==> config.mk <==
export PLATFORM = sky130hd
export DESIGN_NAME = prog_loader_flat
export DESIGN_NICKNAME = d
export VERILOG_FILES = /design/src/rtl/prog_loader_pkg.sv /design/src/rtl/prog_loader_if.sv /design/src/rtl/prog_loader_word_assembler.sv /design/src/rtl/prog_loader.sv /design/src/flat_wrapper.sv
export SDC_FILE = /design/constraint.sdc
export NUM_CORES = 1
export LEC_CHECK = 0
export ABC_AREA = 0
export BUFFER_PORTS_ARGS = -buffer_cell sky130_fd_sc_hd__buf_2
export CORE_MARGIN = 2
export CORE_UTILIZATION = 25
export CTS_BUF_LIST = sky130_fd_sc_hd__clkbuf_8
export CTS_CLUSTER_DIAMETER = 200
export CTS_CLUSTER_SIZE = 24
export DETAILED_ROUTE_END_ITERATION = 16
export SLEW_MARGIN = 0
export SYNTH_ARGS = -nofsm -noshare
export SYNTH_HDL_FRONTEND = slang
export SYNTH_SLANG_ARGS = --single-unit
==> constraint.sdc <==
create_clock -name clk -period 2.3 [get_ports clk]
set_input_delay 0.115 -clock clk [delete_from_list [all_inputs] [get_ports clk]]
set_output_delay 0.115 -clock clk [all_outputs]
set_load 0.01 [all_outputs]
==> src/rtl/prog_loader_pkg.sv <==
// Shared definitions for the instruction-memory image loader: FSM state
// encoding, word/byte geometry and the length-limit helper.
package prog_loader_pkg;

    localparam int BYTES_PER_WORD = 4;
    localparam int BYTE_W         = 8;
    localparam int WORD_W         = 32;
    localparam int LEN_W          = 16;
    localparam int LANE_W         = $clog2(BYTES_PER_WORD);

    typedef enum logic [2:0] {
        ST_IDLE    = 3'd0,
        ST_COLLECT = 3'd1,
        ST_WRITE   = 3'd2,
        ST_CHECK   = 3'd3,
        ST_DONE    = 3'd4
    } state_e;

    // True when a requested load does not fit in instruction memory.
    function automatic logic len_exceeds(input logic [LEN_W-1:0] len,
                                         input int unsigned      depth);
        return 32'(len) > depth;
    endfunction

endpackage

==> src/rtl/prog_loader_if.sv <==
// Loader bus bundle: load command, byte stream, imem write port and status.
// The master modport is the host/memory side, the slave modport is the loader.
interface prog_loader_if
    import prog_loader_pkg::*;
#(
    parameter int ADDR_W = 32
) ();

    logic                start;
    logic [LEN_W-1:0]    len_words;
    logic                s_valid;
    logic [BYTE_W-1:0]   s_data;
    logic                s_ready;
    logic                mem_we;
    logic [ADDR_W-1:0]   mem_addr;
    logic [WORD_W-1:0]   mem_wdata;
    logic                mem_ready;
    logic                busy;
    logic                done;
    logic                err_len;
    logic [LEN_W-1:0]    words_written;
    logic                cksum_err;

    modport master (
        output start, len_words, s_valid, s_data, mem_ready,
        input  s_ready, mem_we, mem_addr, mem_wdata,
               busy, done, err_len, words_written, cksum_err
    );

    modport slave (
        input  start, len_words, s_valid, s_data, mem_ready,
        output s_ready, mem_we, mem_addr, mem_wdata,
               busy, done, err_len, words_written, cksum_err
    );

endinterface

==> src/rtl/prog_loader_word_assembler.sv <==
// Little-endian word assembler: drops each accepted byte into the next lane
// (lane 0 = bits 7:0) and flags the byte that completes a 32-bit word.
// The completed word stays in the buffer until further bytes arrive.
module word_assembler
    import prog_loader_pkg::*;
(
    input  logic              clk,
    input  logic              rst,
    input  logic              clear_i,
    input  logic              byte_valid_i,
    input  logic [BYTE_W-1:0] byte_data_i,
    output logic              word_valid_o,
    output logic [WORD_W-1:0] word_o
);

    logic [LANE_W-1:0] lane_q, lane_d;
    logic [WORD_W-1:0] buf_q,  buf_d;

    // Next lane index and buffer contents.
    always_comb begin
        // NOTE: every signal written here gets a default first; a path that left one unassigned would infer a latch.
        lane_d = lane_q;
        buf_d  = buf_q;
        if (clear_i) begin
            lane_d = '0;
            buf_d  = '0;
        end else if (byte_valid_i) begin
            for (int i = 0; i < BYTES_PER_WORD; i++) begin
                if (lane_q == LANE_W'(i)) begin
                    buf_d[i*BYTE_W +: BYTE_W] = byte_data_i;
                end
            end
            lane_d = lane_q + LANE_W'(1);
        end
    end

    assign word_valid_o = byte_valid_i && !clear_i &&
                          (lane_q == LANE_W'(BYTES_PER_WORD - 1));
    assign word_o       = buf_q;

    // Lane counter and word buffer registers.
    always_ff @(posedge clk) begin
        // NOTE: sequential state uses non-blocking assignments so every flop samples pre-edge values.
        if (rst) begin
            // NOTE: the buffer is a plain register (not a RAM macro) that drives mem_wdata, so it is reset like any flop.
            lane_q <= '0;
            buf_q  <= '0;
        end else begin
            lane_q <= lane_d;
            buf_q  <= buf_d;
        end
    end

endmodule

==> src/rtl/prog_loader.sv <==
// Instruction-memory image loader: assembles a byte stream into little-endian
// words and writes them to imem at BASE_ADDR, BASE_ADDR+4, ...
// Optional feature: define PROG_LOADER_CHECKSUM_EN to consume one trailing
// checksum byte per load and flag a non-zero 8-bit byte sum on cksum_err.
module prog_loader
    import prog_loader_pkg::*;
#(
    parameter int               ADDR_W      = 32,
    parameter int               DEPTH_WORDS = 64,
    parameter logic [ADDR_W-1:0] BASE_ADDR  = '0
) (
    input  logic          clk,
    input  logic          rst,
    prog_loader_if.slave  bus
);

    state_e            state_q, state_d;
    logic [ADDR_W-1:0] addr_q,  addr_d;
    logic [LEN_W-1:0]  cnt_q,   cnt_d;
    logic [LEN_W-1:0]  len_q,   len_d;
    logic              err_len_q, err_len_d;
    logic [LEN_W-1:0]  cnt_inc;

    logic              s_ready_c;
    logic              mem_we_c;
    logic              asm_clear;
    logic              asm_byte_valid;
    logic              word_valid;
    logic [WORD_W-1:0] word;

`ifdef PROG_LOADER_CHECKSUM_EN
    logic [BYTE_W-1:0] sum_q, sum_d;
    logic              cksum_err_q, cksum_err_d;
`endif

    // Only bytes taken while collecting a word go into the assembler.
    assign asm_byte_valid = bus.s_valid && (state_q == ST_COLLECT);
    assign cnt_inc        = cnt_q + LEN_W'(1);

    word_assembler u_word_assembler (
        .clk          (clk),
        .rst          (rst),
        .clear_i      (asm_clear),
        .byte_valid_i (asm_byte_valid),
        .byte_data_i  (bus.s_data),
        .word_valid_o (word_valid),
        .word_o       (word)
    );

    // Next-state, datapath updates and handshake outputs of the load FSM.
    always_comb begin
        state_d   = state_q;
        addr_d    = addr_q;
        cnt_d     = cnt_q;
        len_d     = len_q;
        err_len_d = 1'b0;
        s_ready_c = 1'b0;
        mem_we_c  = 1'b0;
        asm_clear = 1'b0;
`ifdef PROG_LOADER_CHECKSUM_EN
        sum_d       = sum_q;
        cksum_err_d = cksum_err_q;
`endif
        case (state_q)
            ST_IDLE: begin
                if (bus.start) begin
                    if (len_exceeds(bus.len_words, $unsigned(DEPTH_WORDS))) begin
                        err_len_d = 1'b1;
                    end else begin
                        len_d     = bus.len_words;
                        cnt_d     = '0;
                        addr_d    = BASE_ADDR;
                        asm_clear = 1'b1;
`ifdef PROG_LOADER_CHECKSUM_EN
                        sum_d       = '0;
                        cksum_err_d = 1'b0;
`endif
                        state_d = (bus.len_words == '0) ? ST_DONE : ST_COLLECT;
                    end
                end
            end
            ST_COLLECT: begin
                s_ready_c = 1'b1;
`ifdef PROG_LOADER_CHECKSUM_EN
                if (bus.s_valid) begin
                    sum_d = sum_q + bus.s_data;
                end
`endif
                if (word_valid) begin
                    state_d = ST_WRITE;
                end
            end
            ST_WRITE: begin
                mem_we_c = 1'b1;
                if (bus.mem_ready) begin
                    addr_d = addr_q + ADDR_W'(BYTES_PER_WORD);
                    cnt_d  = cnt_inc;
                    if (cnt_inc == len_q) begin
`ifdef PROG_LOADER_CHECKSUM_EN
                        state_d = ST_CHECK;
`else
                        state_d = ST_DONE;
`endif
                    end else begin
                        state_d = ST_COLLECT;
                    end
                end
            end
`ifdef PROG_LOADER_CHECKSUM_EN
            ST_CHECK: begin
                s_ready_c = 1'b1;
                if (bus.s_valid) begin
                    cksum_err_d = ((sum_q + bus.s_data) != '0);
                    state_d     = ST_DONE;
                end
            end
`endif
            ST_DONE: begin
                state_d = ST_IDLE;
            end
            default: begin
                state_d = ST_IDLE;
            end
        endcase
    end

    // State, address, count and status registers.
    always_ff @(posedge clk) begin
        if (rst) begin
            state_q   <= ST_IDLE;
            addr_q    <= BASE_ADDR;
            cnt_q     <= '0;
            len_q     <= '0;
            err_len_q <= 1'b0;
`ifdef PROG_LOADER_CHECKSUM_EN
            sum_q       <= '0;
            cksum_err_q <= 1'b0;
`endif
        end else begin
            state_q   <= state_d;
            addr_q    <= addr_d;
            cnt_q     <= cnt_d;
            len_q     <= len_d;
            err_len_q <= err_len_d;
`ifdef PROG_LOADER_CHECKSUM_EN
            sum_q       <= sum_d;
            cksum_err_q <= cksum_err_d;
`endif
        end
    end

    assign bus.s_ready       = s_ready_c;
    assign bus.mem_we        = mem_we_c;
    assign bus.mem_addr      = addr_q;
    assign bus.mem_wdata     = word;
    assign bus.busy          = (state_q != ST_IDLE);
    assign bus.done          = (state_q == ST_DONE);
    assign bus.err_len       = err_len_q;
    assign bus.words_written = cnt_q;
`ifdef PROG_LOADER_CHECKSUM_EN
    assign bus.cksum_err     = cksum_err_q;
`else
    assign bus.cksum_err     = 1'b0;
`endif

endmodule
==> src/flat_wrapper.sv <==
// flat-port wrapper written by rule: the top's interface ports become plain ports
module prog_loader_flat import prog_loader_pkg::*;
#(
    parameter int               ADDR_W      = 32,
    parameter int               DEPTH_WORDS = 64,
    parameter logic [ADDR_W-1:0] BASE_ADDR  = '0
)
  (clk, rst, bus_start, bus_len_words, bus_s_valid, bus_s_data, bus_mem_ready, bus_s_ready, bus_mem_we, bus_mem_addr, bus_mem_wdata, bus_busy, bus_done, bus_err_len, bus_words_written, bus_cksum_err);
  prog_loader_if #(.ADDR_W(ADDR_W)) bus_i ();
  input  logic clk;
  input  logic rst;
  input wire logic [$bits(bus_i.start)-1:0] bus_start;
  input wire logic [$bits(bus_i.len_words)-1:0] bus_len_words;
  input wire logic [$bits(bus_i.s_valid)-1:0] bus_s_valid;
  input wire logic [$bits(bus_i.s_data)-1:0] bus_s_data;
  input wire logic [$bits(bus_i.mem_ready)-1:0] bus_mem_ready;
  output wire logic [$bits(bus_i.s_ready)-1:0] bus_s_ready;
  output wire logic [$bits(bus_i.mem_we)-1:0] bus_mem_we;
  output wire logic [$bits(bus_i.mem_addr)-1:0] bus_mem_addr;
  output wire logic [$bits(bus_i.mem_wdata)-1:0] bus_mem_wdata;
  output wire logic [$bits(bus_i.busy)-1:0] bus_busy;
  output wire logic [$bits(bus_i.done)-1:0] bus_done;
  output wire logic [$bits(bus_i.err_len)-1:0] bus_err_len;
  output wire logic [$bits(bus_i.words_written)-1:0] bus_words_written;
  output wire logic [$bits(bus_i.cksum_err)-1:0] bus_cksum_err;
  assign bus_i.start = bus_start;
  assign bus_i.len_words = bus_len_words;
  assign bus_i.s_valid = bus_s_valid;
  assign bus_i.s_data = bus_s_data;
  assign bus_i.mem_ready = bus_mem_ready;
  assign bus_s_ready = bus_i.s_ready;
  assign bus_mem_we = bus_i.mem_we;
  assign bus_mem_addr = bus_i.mem_addr;
  assign bus_mem_wdata = bus_i.mem_wdata;
  assign bus_busy = bus_i.busy;
  assign bus_done = bus_i.done;
  assign bus_err_len = bus_i.err_len;
  assign bus_words_written = bus_i.words_written;
  assign bus_cksum_err = bus_i.cksum_err;
  prog_loader #(.ADDR_W(ADDR_W), .DEPTH_WORDS(DEPTH_WORDS), .BASE_ADDR(BASE_ADDR)) u_core (.clk(clk), .rst(rst), .bus(bus_i));
endmodule
Yosys cells after proc, flatten, opt, wreduce, memory -nomap -nowiden
Cells that the tools add are included.
Widths: inputs -> output; s select.
{"block": "word_totals", "inputBits": 29, "out_inout_bits": 86, "elab_cells": 67, "ff_bits": 102}
{"block": "classes", "eq_ne": 11, "magnitude_cmp": 1, "n_addsub": 3, "n_bitwise": 3, "n_mux": 21, "n_reduce_logical": 18}
{"operator": "$mux 32", "count": 3}
{"operator": "$pmux 32 s2", "count": 1}
{"operator": "$mux 16", "count": 3}
{"operator": "$add 32x3->32 const B", "count": 1}
{"operator": "$pmux 16 s2", "count": 1}
{"operator": "$mux 3", "count": 6}
{"operator": "$add 16x1->16 const B", "count": 1}
{"operator": "$eq 16x16->1", "count": 1}
{"operator": "$gt 16x7->1 const B", "count": 1}
{"operator": "$logic_not 16->1", "count": 1}
{"operator": "$pmux 3 s3", "count": 1}
{"operator": "$ne 2x2->1 const B", "count": 4}
{"operator": "$reduce_and 2->1", "count": 4}
{"operator": "$reduce_and 4->1", "count": 2}
{"operator": "$mux 1", "count": 6}
{"operator": "$eq 2x2->1 const B", "count": 2}
{"operator": "$eq 3x1->1 const B", "count": 1}
{"operator": "$eq 3x2->1 const B", "count": 1}
{"operator": "$eq 3x3->1 const B", "count": 1}
{"operator": "$logic_and 1x1->1", "count": 3}
{"operator": "$logic_not 3->1", "count": 1}
{"operator": "$not 1->1", "count": 3}
{"operator": "$reduce_and 3->1", "count": 1}
{"operator": "$reduce_bool 3->1", "count": 1}
{"operator": "other kinds (7)", "count": 7}

Logic depth before layout (Yosys ltp)
Gate-level depths: netlist of the first run.
{"block": "depth", "ltp_word": 9, "ltp_mapped": 10, "depth_no_buf": 9}

Hierarchy
A second synthesis of the first run with hierarchy kept.
{"block": "unflattened", "cells_unflattened": 604, "area_unflattened_um2": 5295.1}
{"module": "prog_loader", "area_each_um2": 3702.3, "cells_per_inst": 442, "seq_area_each_um2": 1321.3, "n_inst": 1}
{"module": "word_assembler", "area_each_um2": 1592.8, "cells_per_inst": 162, "seq_area_each_um2": 680.7, "n_inst": 1}

Worst setup path before layout of the first run
OpenSTA, ideal clock, no wires.
{"block": "synth_path", "kind": "reg-to-reg", "start": "reg u_core.cnt_q[0], in the netlist u_core.bus.words_written[0]", "end": "reg u_core.state_q[0]", "slack_ns": -0.134, "period_less_slack_ns": 2.434, "stages_incl_launch_ff": 9, "arrival_time_ns": 2.303, "cell_sequence": "dfxtp_1 ha_1 nand3_2 or3_4 a2111oi_2 nand4_1 a2111oi_2 o211a_1 nor3_1"}
{"block": "synth_via", "elab_chain_cells": 5}
{"item": "from (decl)", "line": "prog_loader.sv:19", "source": "logic [LEN_W-1:0] cnt_q, cnt_d;"}
{"item": "from (signal assigned)", "line": "prog_loader.sv:142", "source": "cnt_q <= cnt_d;"}
{"item": "$add 16x1->16", "line": "prog_loader.sv:38", "source": "assign cnt_inc = cnt_q + LEN_W'(1);"}
{"item": "$eq 16x16->1", "line": "prog_loader.sv:98", "source": "if (cnt_inc == len_q) begin"}
{"item": "$mux 3", "line": "prog_loader.sv:98"}
{"item": "$mux 3", "line": "prog_loader.sv:95", "source": "if (bus.mem_ready) begin"}
{"item": "$pmux 3 s3", "line": "prog_loader.sv:64", "source": "case (state_q)"}
{"item": "to (signal assigned)", "line": "prog_loader.sv:140", "source": "state_q <= state_d;"}
{"item": "to (decl)", "line": "prog_loader.sv:17", "source": "state_e state_q, state_d;"}
No other way between the ends. The select of a mux whose other input is x is not followed.
A chain may end at the register's enable or synchronous reset.

Final worst setup path of the first run
{"block": "layout_path", "start": "reg u_core.cnt_q[1], in the netlist u_core.bus.words_written[1]", "end": "reg u_core.state_q[0]"}
Same word-level chain as after synthesis.

==> summary.txt, run 1 <==
Via count of the first global-routing pass: 4338
Tcrit/Tclk final: 0.987
Cells on worst reg2reg path: 8
Area leader, netlist: sky130_fd_sc_hd__dfxtp_1
Worst reg2reg endpoint: u_core.state_q[0]
Tightest Hold Check Type: in -> reg
Detail-routed net length per standard cell: 14.8 µm
Register-to-register setup slack: 0.03 ns
CTS Root Buffer Type: sky130_fd_sc_hd__clkbuf_8
Routability congestion estimate: 0.900
Post-placement worst setup slack: -0.0938 ns
Critical Path Source Type: flop
Sum of net half-perimeters after detailed placement: 10500 µm
Hold path depth: 3
Antenna violations before repair: 0
Die outline area: 0.0203 mm²
Number of max-capacitance violations reported: 0
Maximum clock frequency: 441 MHz
Status: complete, no violations
Maximum fanout along the worst path: 4
Final Hold Viols: 0
Largest net degree at the start of global routing: 63
# nets final: 764
Overall Power: 2.93 mW
Level count of the clock H-tree: 3
Power density normalized to cell area: 471 mW/mm²
Die Span Y: 143 µm
Launching element of the worst setup path: u_core.bus.words_written[1]
Worst Tran Pin Value: 0.663 ns
Starting density of the core: 0.256
DRC Markers: 0
GRT Residual Overflow: 0
Wire length of the first global-routing pass: 22700 µm
Data required time at the worst endpoint: 2.54 ns
Fraction of synthesized cell area taken by the top area cell type: 0.417
Worst Clk Skew: 0.0177 ns
Sequential cell area fraction in the yosys report: 0.417
Post-Route WL: 14400 µm
Number of placement rows: 50
Slew Limit Headroom: 0.557
Clock net sink count: 100
Fill cells: 2030
Register cell area after layout: 0.00202 mm²
Crit path time final: 2.27 ns
Async SR Flop Fraction: 0
Share of layout cells above drive strength 1: 0.275
Detailed-routing iteration count for the pre-antenna-repair pass: 6
Worst Setup End Kind: flop
Die boundary width: 143 µm
#FFs+latches synth: 100
Initial drt markers: 289
Cell count after synthesis: 585
Timing endpoint of the critical path: u_core.state_q[0]
DRT antenna net count: 0
Post-synthesis area per instance: 8.20 µm²
Leakage dissipation: 2.49 nW
Area used by multi-input combinational logic: 0.00266 mm²
Arrival time of data at the critical path endpoint: 2.51 ns
Max Buffers Root-to-Sink: 2
Number of input and output port buffers inserted: 111
Area growth syn-to-layout: 29.8%
Clock transition at the register clock pins on the worst setup and hold paths after CTS: 0.11 ns
Number of vias per cell: 4.75
Via count of the routed design: 4602
Netlist Area Pre-Place: 0.00480 mm²
Number of warning messages in the yosys log: 0
All-Layer GR Usage: 0.140
Number of enable-type register cells in the synthesized netlist: 0
Setup slack of the critical path after layout: 0.0308 ns
Distinct cells, synth: 56
Count of pins over their slew limit: 0
Main area contributors after synthesis: sky130_fd_sc_hd__dfxtp_1 42%, sky130_fd_sc_hd__nand3_1 5.8%, sky130_fd_sc_hd__a21oi_1 5.7%
Max rail drop VDD: 0.000276 V
Reg-to-reg startpoint: u_core.bus.words_written[1]
Number of antenna repair diodes: 0
Cts bufs inserted: 9
Top-Level Pins: 115
Standard cell core area: 0.0188 mm²
Final setup viols: 0
Critical Setup Path Class: reg -> reg
CTS tree: built
Most frequently used flop master after synthesis: sky130_fd_sc_hd__dfxtp_1
Later-pin clock latency in the skew report: 0.39 ns
RSZ-0062 raised after global routing: yes
-- kinds of logic after synthesis --
| group | Yosys count | share of synthesized area |
|---|---|---|
| buf+inv | 46 | 0.0454 |
| compound gates | 103 | 0.130 |
| fa+ha+maj | 6 | 0.0156 |
| other cells | 1 | 0.000781 |
| flops | 100 | 0.417 |
| simple gates | 280 | 0.300 |
| xor+xnor | 41 | 0.0748 |
| mux | 8 | 0.0167 |
-- registers in the layout, indices dropped and copies added, names as in the netlist --
register                        cells
u_core.bus.err_len                  1
u_core.bus.mem_addr                30
u_core.bus.words_written           16
u_core.len_q                       16
u_core.state_q                      3
u_core.u_word_assembler.lane_q      2
u_core.u_word_assembler.word_o     32
-- cell usage in the layout, fill, tap and decap left out, types with 3 or more instances in the layout --
master	count
sky130_fd_sc_hd__dlygate4sd3_1	12
sky130_fd_sc_hd__dfxtp_4	3
sky130_fd_sc_hd__mux2i_1	8
sky130_fd_sc_hd__a22oi_1	3
sky130_fd_sc_hd__buf_2	111
sky130_fd_sc_hd__nor3_2	3
sky130_fd_sc_hd__ha_1	5
sky130_fd_sc_hd__conb_1	3
sky130_fd_sc_hd__xor2_1	21
sky130_fd_sc_hd__and3_1	6
sky130_fd_sc_hd__nor3_1	9
sky130_fd_sc_hd__o31ai_1	4
sky130_fd_sc_hd__or4_1	5
sky130_fd_sc_hd__inv_6	3
sky130_fd_sc_hd__nand4_1	14
sky130_fd_sc_hd__or3_1	5
sky130_fd_sc_hd__nor4_1	8
sky130_fd_sc_hd__nor4_2	3
sky130_fd_sc_hd__nand2_1	63
sky130_fd_sc_hd__xnor2_1	20
sky130_fd_sc_hd__nor3b_1	4
sky130_fd_sc_hd__nand3_1	56
sky130_fd_sc_hd__clkbuf_8	9
sky130_fd_sc_hd__nor2_1	66
sky130_fd_sc_hd__o21ai_0	19
sky130_fd_sc_hd__buf_4	42
sky130_fd_sc_hd__a31oi_1	6
sky130_fd_sc_hd__inv_1	9
sky130_fd_sc_hd__dfxtp_1	91
sky130_fd_sc_hd__and2_1	13
sky130_fd_sc_hd__a21oi_1	54
sky130_fd_sc_hd__dfxtp_2	6
sky130_fd_sc_hd__nand3b_1	5
sky130_fd_sc_hd__and4_1	5
-- worst max-delay path, cell delays in order, from the launching register on --
cell,delay [ns]
sky130_fd_sc_hd__dfxtp_4,0.38
sky130_fd_sc_hd__ha_4,0.15
sky130_fd_sc_hd__nand3_4,0.09
sky130_fd_sc_hd__or3_4,0.41
sky130_fd_sc_hd__a2111oi_4,0.33
sky130_fd_sc_hd__nand4_1,0.21
sky130_fd_sc_hd__a2111oi_4,0.35
sky130_fd_sc_hd__o211a_1,0.18
sky130_fd_sc_hd__nor3_1,0.04
-- layout make-up --
cell class,count,area share
Clock buffer,9,0.0199
Clock inverter,7,0.00924
Inverter,9,0.00542
Multi-Input combinational cell,441,0.427
Sequential cell,100,0.324
Tap cell,234,0.0470
Timing Repair Buffer,168,0.167
-- synth_stat cells (5+ instances only) --
cell type,instances
sky130_fd_sc_hd__ha_1,6
sky130_fd_sc_hd__and4_1,6
sky130_fd_sc_hd__dfxtp_1,100
sky130_fd_sc_hd__clkbuf_1,13
sky130_fd_sc_hd__or4_1,5
sky130_fd_sc_hd__mux2i_1,8
sky130_fd_sc_hd__a31oi_1,6
sky130_fd_sc_hd__and2_1,13
sky130_fd_sc_hd__nand2_1,63
sky130_fd_sc_hd__a21oi_1,55
sky130_fd_sc_hd__xnor2_1,20
sky130_fd_sc_hd__nor4_1,10
sky130_fd_sc_hd__inv_1,8
sky130_fd_sc_hd__nand3_1,56
sky130_fd_sc_hd__o21ai_0,19
sky130_fd_sc_hd__buf_2,11
sky130_fd_sc_hd__buf_1,5
sky130_fd_sc_hd__and3_1,8
sky130_fd_sc_hd__or3_1,5
sky130_fd_sc_hd__xor2_1,21
sky130_fd_sc_hd__buf_4,6
sky130_fd_sc_hd__nor3_1,10
sky130_fd_sc_hd__nand4_1,14
sky130_fd_sc_hd__nand3b_1,5
sky130_fd_sc_hd__nor2_1,66
-- worst min-delay path by stage --
stage                                start  slack (ns)                                 to
after detailed placement  bus_len_words[5]        0.38                    u_core.len_q[5]
after global placement    bus_len_words[1]        0.38                    u_core.len_q[1]
after CTS                 bus_len_words[6]       0.005                    u_core.len_q[6]
after global routing         bus_s_data[2]        0.01  u_core.u_word_assembler.word_o[2]
final                        bus_s_data[6]        0.02  u_core.u_word_assembler.word_o[6]
after floorplan                        rst        0.20                  u_core.state_q[1]
-- routing by layer --
layer  routed length [µm]  vias to the layer above  global-route usage
li1                     -                     2348                   -
met1                 6840                     2140               0.187
met2                 6770                      106               0.233
met3                  652                        8              0.0353
met4                  101                        0              0.0245
met5                    0                        -                   0
-- report_power, final --
group	switching [mW]	total, mW	internal, mW
Combinational	0.0655	0.105	0.0400
Clock	0.686	1.10	0.411
Sequential	0.000609	1.73	1.73
Total	0.752	2.93	2.18
-- metrics by stage --
stage                     utilization  setup TNS, ns  std cells  cell area, µm²  hold WS [ns]
after detailed placement        0.310        -0.0938        937            5830         0.380
after CTS                       0.329              0        966            6180       0.00492
after global routing            0.332         -0.144        968            6230        0.0135
after global placement          0.310              0        937            5830         0.378
after floorplan                     -              0        587            4820         0.205
final                           0.332              0        968            6230        0.0222
-- repair_timing --
| action | 4_1_cts | 5_1_grt |
|---|---|---|
| pin swaps | 7 | 5 |
| cloned | 0 | 0 |
| buffers inserted | 2 | 1 |
| endpoints found under the setup margin | 2 | 19 |
| resized for setup | 12 | 10 |
| hold buffers | 11 | 1 |
| endpoints found under the hold margin | 14 | 1 |
Power figures use the tool's default switching activity.
==> run 2: changes to the inputs <==
- CORE_UTILIZATION: 25 -> 36
- SYNTH_HIERARCHICAL: unset -> 1
==> summary.txt, run 2 <==
Register-to-register setup slack: 0.08 ns
Post-synthesis area per instance: 8.77 µm²
Hold Startpoint: bus_s_data[7]
Share of layout cells above drive strength 1: 0.348
Async SR Flop Fraction: 0
Max rail drop VDD: 0.000313 V
Most common cell after layout, fill and taps aside: sky130_fd_sc_hd__buf_2
Most frequent cells after synthesis: 100 x sky130_fd_sc_hd__dfxtp_1, 54 x sky130_fd_sc_hd__nand3_1, 53 x sky130_fd_sc_hd__nor2_1
Clock transition at the register clock pins on the worst setup and hold paths after CTS: 0.10 ns
Antenna violations before repair: 0
Via count of the routed design: 4958
Later-pin clock latency in the skew report: 0.38 ns
Level count of the clock H-tree: 3
Via count of the first global-routing pass: 4626
Non-filler cells, final: 922
Placed standard-cell area: 0.00613 mm²
Fraction of synthesized cell area taken by the top area cell type: 0.378
Final Hold Viols: 0
Worst reg2reg endpoint: u_core/state_q[2]
Detail-routed net length per standard cell: 16.3 µm
Largest net degree at the start of global routing: 47
Maximum clock frequency: 445 MHz
Post-placement worst setup slack: 0.0449 ns
Library cell with the highest instance count after synthesis: sky130_fd_sc_hd__dfxtp_1
Area leader, netlist: sky130_fd_sc_hd__dfxtp_1
Data required time at the worst endpoint: 2.61 ns
DRC Markers: 0
Top-Level Pins: 115
Detailed-routing iteration count for the pre-antenna-repair pass: 5
Die outline area: 0.0157 mm²
DRT antenna net count: 0
Die boundary width: 125 µm
Maximum fanout along the worst path: 5
Sum of net half-perimeters after detailed placement: 10900 µm
Leakage dissipation: 2.64 nW
Area growth syn-to-layout: 23.6%
Number of enable-type register cells in the synthesized netlist: 0
Cells on worst reg2reg path: 8
Crit path time final: 2.25 ns
GRT Residual Overflow: 0
Distinct cells, synth: 62
# nets final: 768
Slowest cell on crit path: sky130_fd_sc_hd__dlygate4sd3_1
Max Buffers Root-to-Sink: 2
Status: complete, no violations
Min-Delay Endpoint: u_core/u_word_assembler/word_o[31]
Number of vias per cell: 5.38
Post-Route WL: 15000 µm
Starting density of the core: 0.366
CTS tree: built
Worst-path cell chain: dlygate4sd3_1, buf_2, nor3_4, a21oi_4, o41ai_4, buf_4, nand2_1, or4_4, a31oi_2
Post-Layout Inst Area: 0.00655 mm²
Number of max-capacitance violations reported: 0
CP max stage delay: 0.54 ns
Worst Tran Pin Value: 0.843 ns
Critical Setup Path Class: in -> reg
Sequential cell area fraction in the yosys report: 0.378
Worst Setup End Kind: flop
#FFs+latches synth: 100
Cts bufs inserted: 9
Wire length of the first global-routing pass: 24100 µm
CTS Root Buffer Type: sky130_fd_sc_hd__clkbuf_8
Number of flip-flops under the largest register name: 32
Main area contributors after synthesis: sky130_fd_sc_hd__dfxtp_1 38%, sky130_fd_sc_hd__a21bo_2 5.9%, sky130_fd_sc_hd__nand3_1 5.1%
Arrival time of data at the critical path endpoint: 2.55 ns
Count of placed standard cells including taps: 898
Critical Path Source Type: input pin
Count of pins over their slew limit: 0
Tightest Hold Check Type: in -> reg
Die Span Y: 125 µm
Most used cells in the layout excluding fill and tap cells: 111 x sky130_fd_sc_hd__buf_2, 93 x sky130_fd_sc_hd__dfxtp_1, 53 x sky130_fd_sc_hd__nor2_1, 53 x sky130_fd_sc_hd__nand3_1, 48 x sky130_fd_sc_hd__a21oi_1
Initial drt markers: 396
Worst Clk Skew: 0.0162 ns
Cell count after synthesis: 604
Post-Route Setup TNS: 0 ns
Most frequently used flop master after synthesis: sky130_fd_sc_hd__dfxtp_1
Number of input and output port buffers inserted: 111
Netlist Area Pre-Place: 0.00530 mm²
Reg-to-reg startpoint: u_core/bus.words_written[0]
Slew Limit Headroom: 0.436
Power density normalized to cell area: 477 mW/mm²
Routability congestion estimate: 0.905
Number of warning messages in the yosys log: 6
Number of antenna repair diodes: 0
All-Layer GR Usage: 0.188
Clock net sink count: 100
Hold path depth: 3
Worst-case hold slack: 0.0281 ns
Number of placement rows: 44
Standard cell core area: 0.0145 mm²
Final setup viols: 0
Setup slack of the critical path after layout: 0.0542 ns
Tcrit/Tclk final: 0.976
-- run 2: cells by family (layout without fill, tap and decap cells) --
kind of cell	count (synthesis)	count (layout)	share of synthesized area
simple gates	257	257	0.270
compound gates	133	133	0.182
flops	100	100	0.378
buf+inv	60	192	0.0744
xor+xnor	35	35	0.0579
mux	12	12	0.0229
fa+ha+maj	6	6	0.0142
other cells	1	3	0.000708
-- run 2: worst max-delay path by stage --
| stage | from | slack, ns | endpoint |
|---|---|---|---|
| 3_3_place_gp | u_core/bus.words_written[0] | 0.08 | u_core/state_q[2] |
| 3_5_place_dp | u_core/bus.words_written[0] | 0.04 | u_core/state_q[2] |
| 5_1_grt | bus_len_words[5] | -0.02 | u_core/bus.words_written[3] |
| 6_report | bus_len_words[0] | 0.05 | u_core/bus.words_written[3] |
| 4_1_cts | u_core/bus.words_written[0] | 0.0005 | u_core/state_q[2] |
| 2_1_floorplan | u_core/bus.words_written[0] | 0.005 | u_core/state_q[0] |
-- run 2: layout make-up --
class | instances | area, µm²
multi-input cells | 446 | 3020
clock buffers | 10 | 138
repair buffers | 167 | 1020
fillers | 1441 | 7930
clock inverters | 6 | 86.3
inverters | 9 | 33.8
flip-flops and latches | 100 | 2010
well taps | 184 | 230
-- run 2: repair_timing --
| item | CTS | global route |
|---|---|---|
| hold buffers | 7 | 0 |
| resized for setup | 0 | 27 |
| endpoints found under the hold margin | 9 | 0 |
| buffers inserted | 0 | 1 |
| endpoints found under the setup margin | 0 | 17 |
-- run 2: worst max-delay path: cells and delay by family --
kind / cells / cell delay [ns]
simple gates: 3 / 0.89
compound gates: 3 / 0.67
buf+inv: 3 / 0.87
-- run 2: power breakdown --
group	internal (mW)	switching [mW]	total [mW]	leakage, nW
combinational	0.0388	0.0697	0.108	1.71
sequential	1.73	0.000250	1.73	0.809
clock	0.643	0.641	1.28	0.118
total	2.41	0.711	3.12	2.64
-- run 2: per-layer routing --
| metal | global-route usage | share of wire |
|---|---|---|
| met4 | 0.0627 | 0.024 |
| met3 | 0.0561 | 0.072 |
| met1 | 0.248 | 0.44 |
| met5 | 0 | 0 |
| met2 | 0.297 | 0.46 |
-- run 2: per-stage QoR --
step | utilization | power, mW
6_report | 0.452 | 3.12
2_1_floorplan | - | 1.82
4_1_cts | 0.443 | 3.16
3_3_place_gp | 0.423 | 1.86
3_5_place_dp | 0.423 | 1.87
5_1_grt | 0.452 | 3.25
==> run 3: changes to the inputs <==
- CORE_UTILIZATION: 36 -> 51
- PLACE_DENSITY: unset -> 0.79
==> summary.txt, run 3 (synthesis gave the netlist of run 2 again) <==
Status: complete, no violations
Level count of the clock H-tree: 3
Count of placed standard cells including taps: 849
Data required time at the worst endpoint: 2.55 ns
Tcrit/Tclk final: 0.976
Leakage dissipation: 2.58 nW
Detail-routed net length per standard cell: 16.1 µm
Die boundary width: 106 µm
Number of antenna repair diodes: 0
Maximum clock frequency: 445 MHz
Register-to-register setup slack: 0.05 ns
Slew Limit Headroom: 0.495
Via count of the first global-routing pass: 4504
Clock transition at the register clock pins on the worst setup and hold paths after CTS: 0.11 ns
Power density normalized to cell area: 464 mW/mm²
Number of flip-flops under the largest register name: 32
Final Hold Viols: 0
DRC Markers: 0
Routability congestion estimate: 0.898
All-Layer GR Usage: 0.245
Crit path time final: 2.25 ns
Min-Delay Endpoint: u_core/len_q[5]
Standard cell core area: 0.0102 mm²
Detailed-routing iteration count for the pre-antenna-repair pass: 5
Critical Setup Path Class: reg -> reg
Largest net degree at the start of global routing: 67
Number of max-capacitance violations reported: 0
Cts bufs inserted: 9
Hold Startpoint: bus_len_words[5]
GRT Residual Overflow: 0
Max Buffers Root-to-Sink: 2
Antenna violations before repair: 0
Share of layout cells above drive strength 1: 0.336
Final setup viols: 0
Register cell area after layout: 0.00201 mm²
Starting density of the core: 0.520
Worst reg2reg endpoint: u_core/state_q[0]
Wire length of the first global-routing pass: 22300 µm
Setup slack of the critical path after layout: 0.0550 ns
Post-placement worst setup slack: 0.0275 ns
CTS Root Buffer Type: sky130_fd_sc_hd__clkbuf_8
Non-filler cells, final: 866
Critical Path Source Type: flop
Number of vias per cell: 5.67
Arrival time of data at the critical path endpoint: 2.50 ns
Post-Route WL: 14000 µm
Worst Setup End Kind: flop
Worst Clk Skew: 0.0132 ns
Post-Layout Inst Area: 0.00630 mm²
Worst Tran Pin Value: 0.755 ns
Postcts setup bufs: 0
Placed standard-cell area: 0.00606 mm²
Initial drt markers: 320
Max rail drop VDD: 0.000292 V
Die outline area: 0.0112 mm²
Die Span Y: 106 µm
Area used by multi-input combinational logic: 0.00296 mm²
Hold path depth: 3
Most used cells in the layout excluding fill and tap cells: 111 x sky130_fd_sc_hd__buf_2, 97 x sky130_fd_sc_hd__dfxtp_1, 54 x sky130_fd_sc_hd__nand3_1
Maximum fanout along the worst path: 9
Clock net sink count: 100
Count of pins over their slew limit: 0
Reg-to-reg startpoint: u_core/bus.words_written[6]
Tightest Hold Check Type: in -> reg
Sum of net half-perimeters after detailed placement: 10300 µm
Later-pin clock latency in the skew report: 0.36 ns
Number of placement rows: 37
Via count of the routed design: 4914
# nets final: 760
Cells on worst reg2reg path: 6
DRT antenna net count: 0
Fill cells: 901
Number of input and output port buffers inserted: 111
Area growth syn-to-layout: 19.0%
CTS tree: built
Top-Level Pins: 115
Most common cell after layout, fill and taps aside: sky130_fd_sc_hd__buf_2
## run 3: changes by cell type in the layout (fill, tap and decap cells not counted), sizes merged
cell	before	now
buf	160	158
dlygate4sd3	7	1
inv	11	12
clkinvlp	0	1
bufinv	2	0
## run 3: area by class of cell
| type | count | area share |
|---|---|---|
| Clock buffer | 10 | 0.0218 |
| Inverter | 9 | 0.00536 |
| Timing Repair Buffer | 159 | 0.150 |
| Clock inverter | 6 | 0.00854 |
| Tap cell | 136 | 0.0270 |
| Multi-Input combinational cell | 446 | 0.469 |
| Sequential cell | 100 | 0.318 |
## run 3: timing repair
action	CTS	global route
hold buffers	1	0
endpoints found under the setup margin	0	2
resized for setup	0	11
endpoints found under the hold margin	1	0
## run 3: where the power goes
part | internal (mW) | switching [mW] | leakage (nW)
registers | 1.73 | 0.000238 | 0.807
clock network | 0.443 | 0.655 | 0.0954
logic | 0.0306 | 0.0636 | 1.68
total | 2.21 | 0.719 | 2.58
## run 3: critical path, cell delays in order, from the launching register on
cell	delay, ns
sky130_fd_sc_hd__dfxtp_1	0.45
sky130_fd_sc_hd__nand3_4	0.17
sky130_fd_sc_hd__or4_1	0.56
sky130_fd_sc_hd__a221oi_2	0.23
sky130_fd_sc_hd__nand4_1	0.11
sky130_fd_sc_hd__or4_4	0.44
sky130_fd_sc_hd__and3b_1	0.18
## run 3: per-layer routing
layer / wire (µm) / global-route usage
met1: 6320 / 0.339
met5: 0 / 0
met2: 6630 / 0.402
met4: 244 / 0.0761
met3: 774 / 0.0300
## run 3: through the flow
stage / hold WS, ns / power [mW] / util / setup TNS, ns
2_1_floorplan: 0.260 / 1.82 / - / 0
3_3_place_gp: 0.362 / 1.86 / 0.595 / 0
3_5_place_dp: 0.377 / 1.86 / 0.595 / 0
4_1_cts: 0.00505 / 2.95 / 0.615 / 0
5_1_grt: 0.0246 / 3.02 / 0.619 / -0.0934
6_report: 0.0188 / 2.92 / 0.619 / 0
## run 3: worst max-delay path by stage
| stage | start | to | slack [ns] | cells after the start |
|---|---|---|---|---|
| after CTS | u_core/bus.words_written[1] | u_core/state_q[2] | 0.008 | 7 |
| after global placement | u_core/bus.words_written[0] | u_core/state_q[2] | 0.05 | 7 |
| after detailed placement | u_core/bus.words_written[1] | u_core/state_q[2] | 0.03 | 7 |
| after floorplan | u_core/bus.words_written[0] | u_core/state_q[0] | 0.005 | 8 |
| final | u_core/bus.words_written[6] | u_core/state_q[0] | 0.05 | 6 |
| after global routing | u_core/bus.words_written[0] | u_core/state_q[2] | -0.05 | 8 |
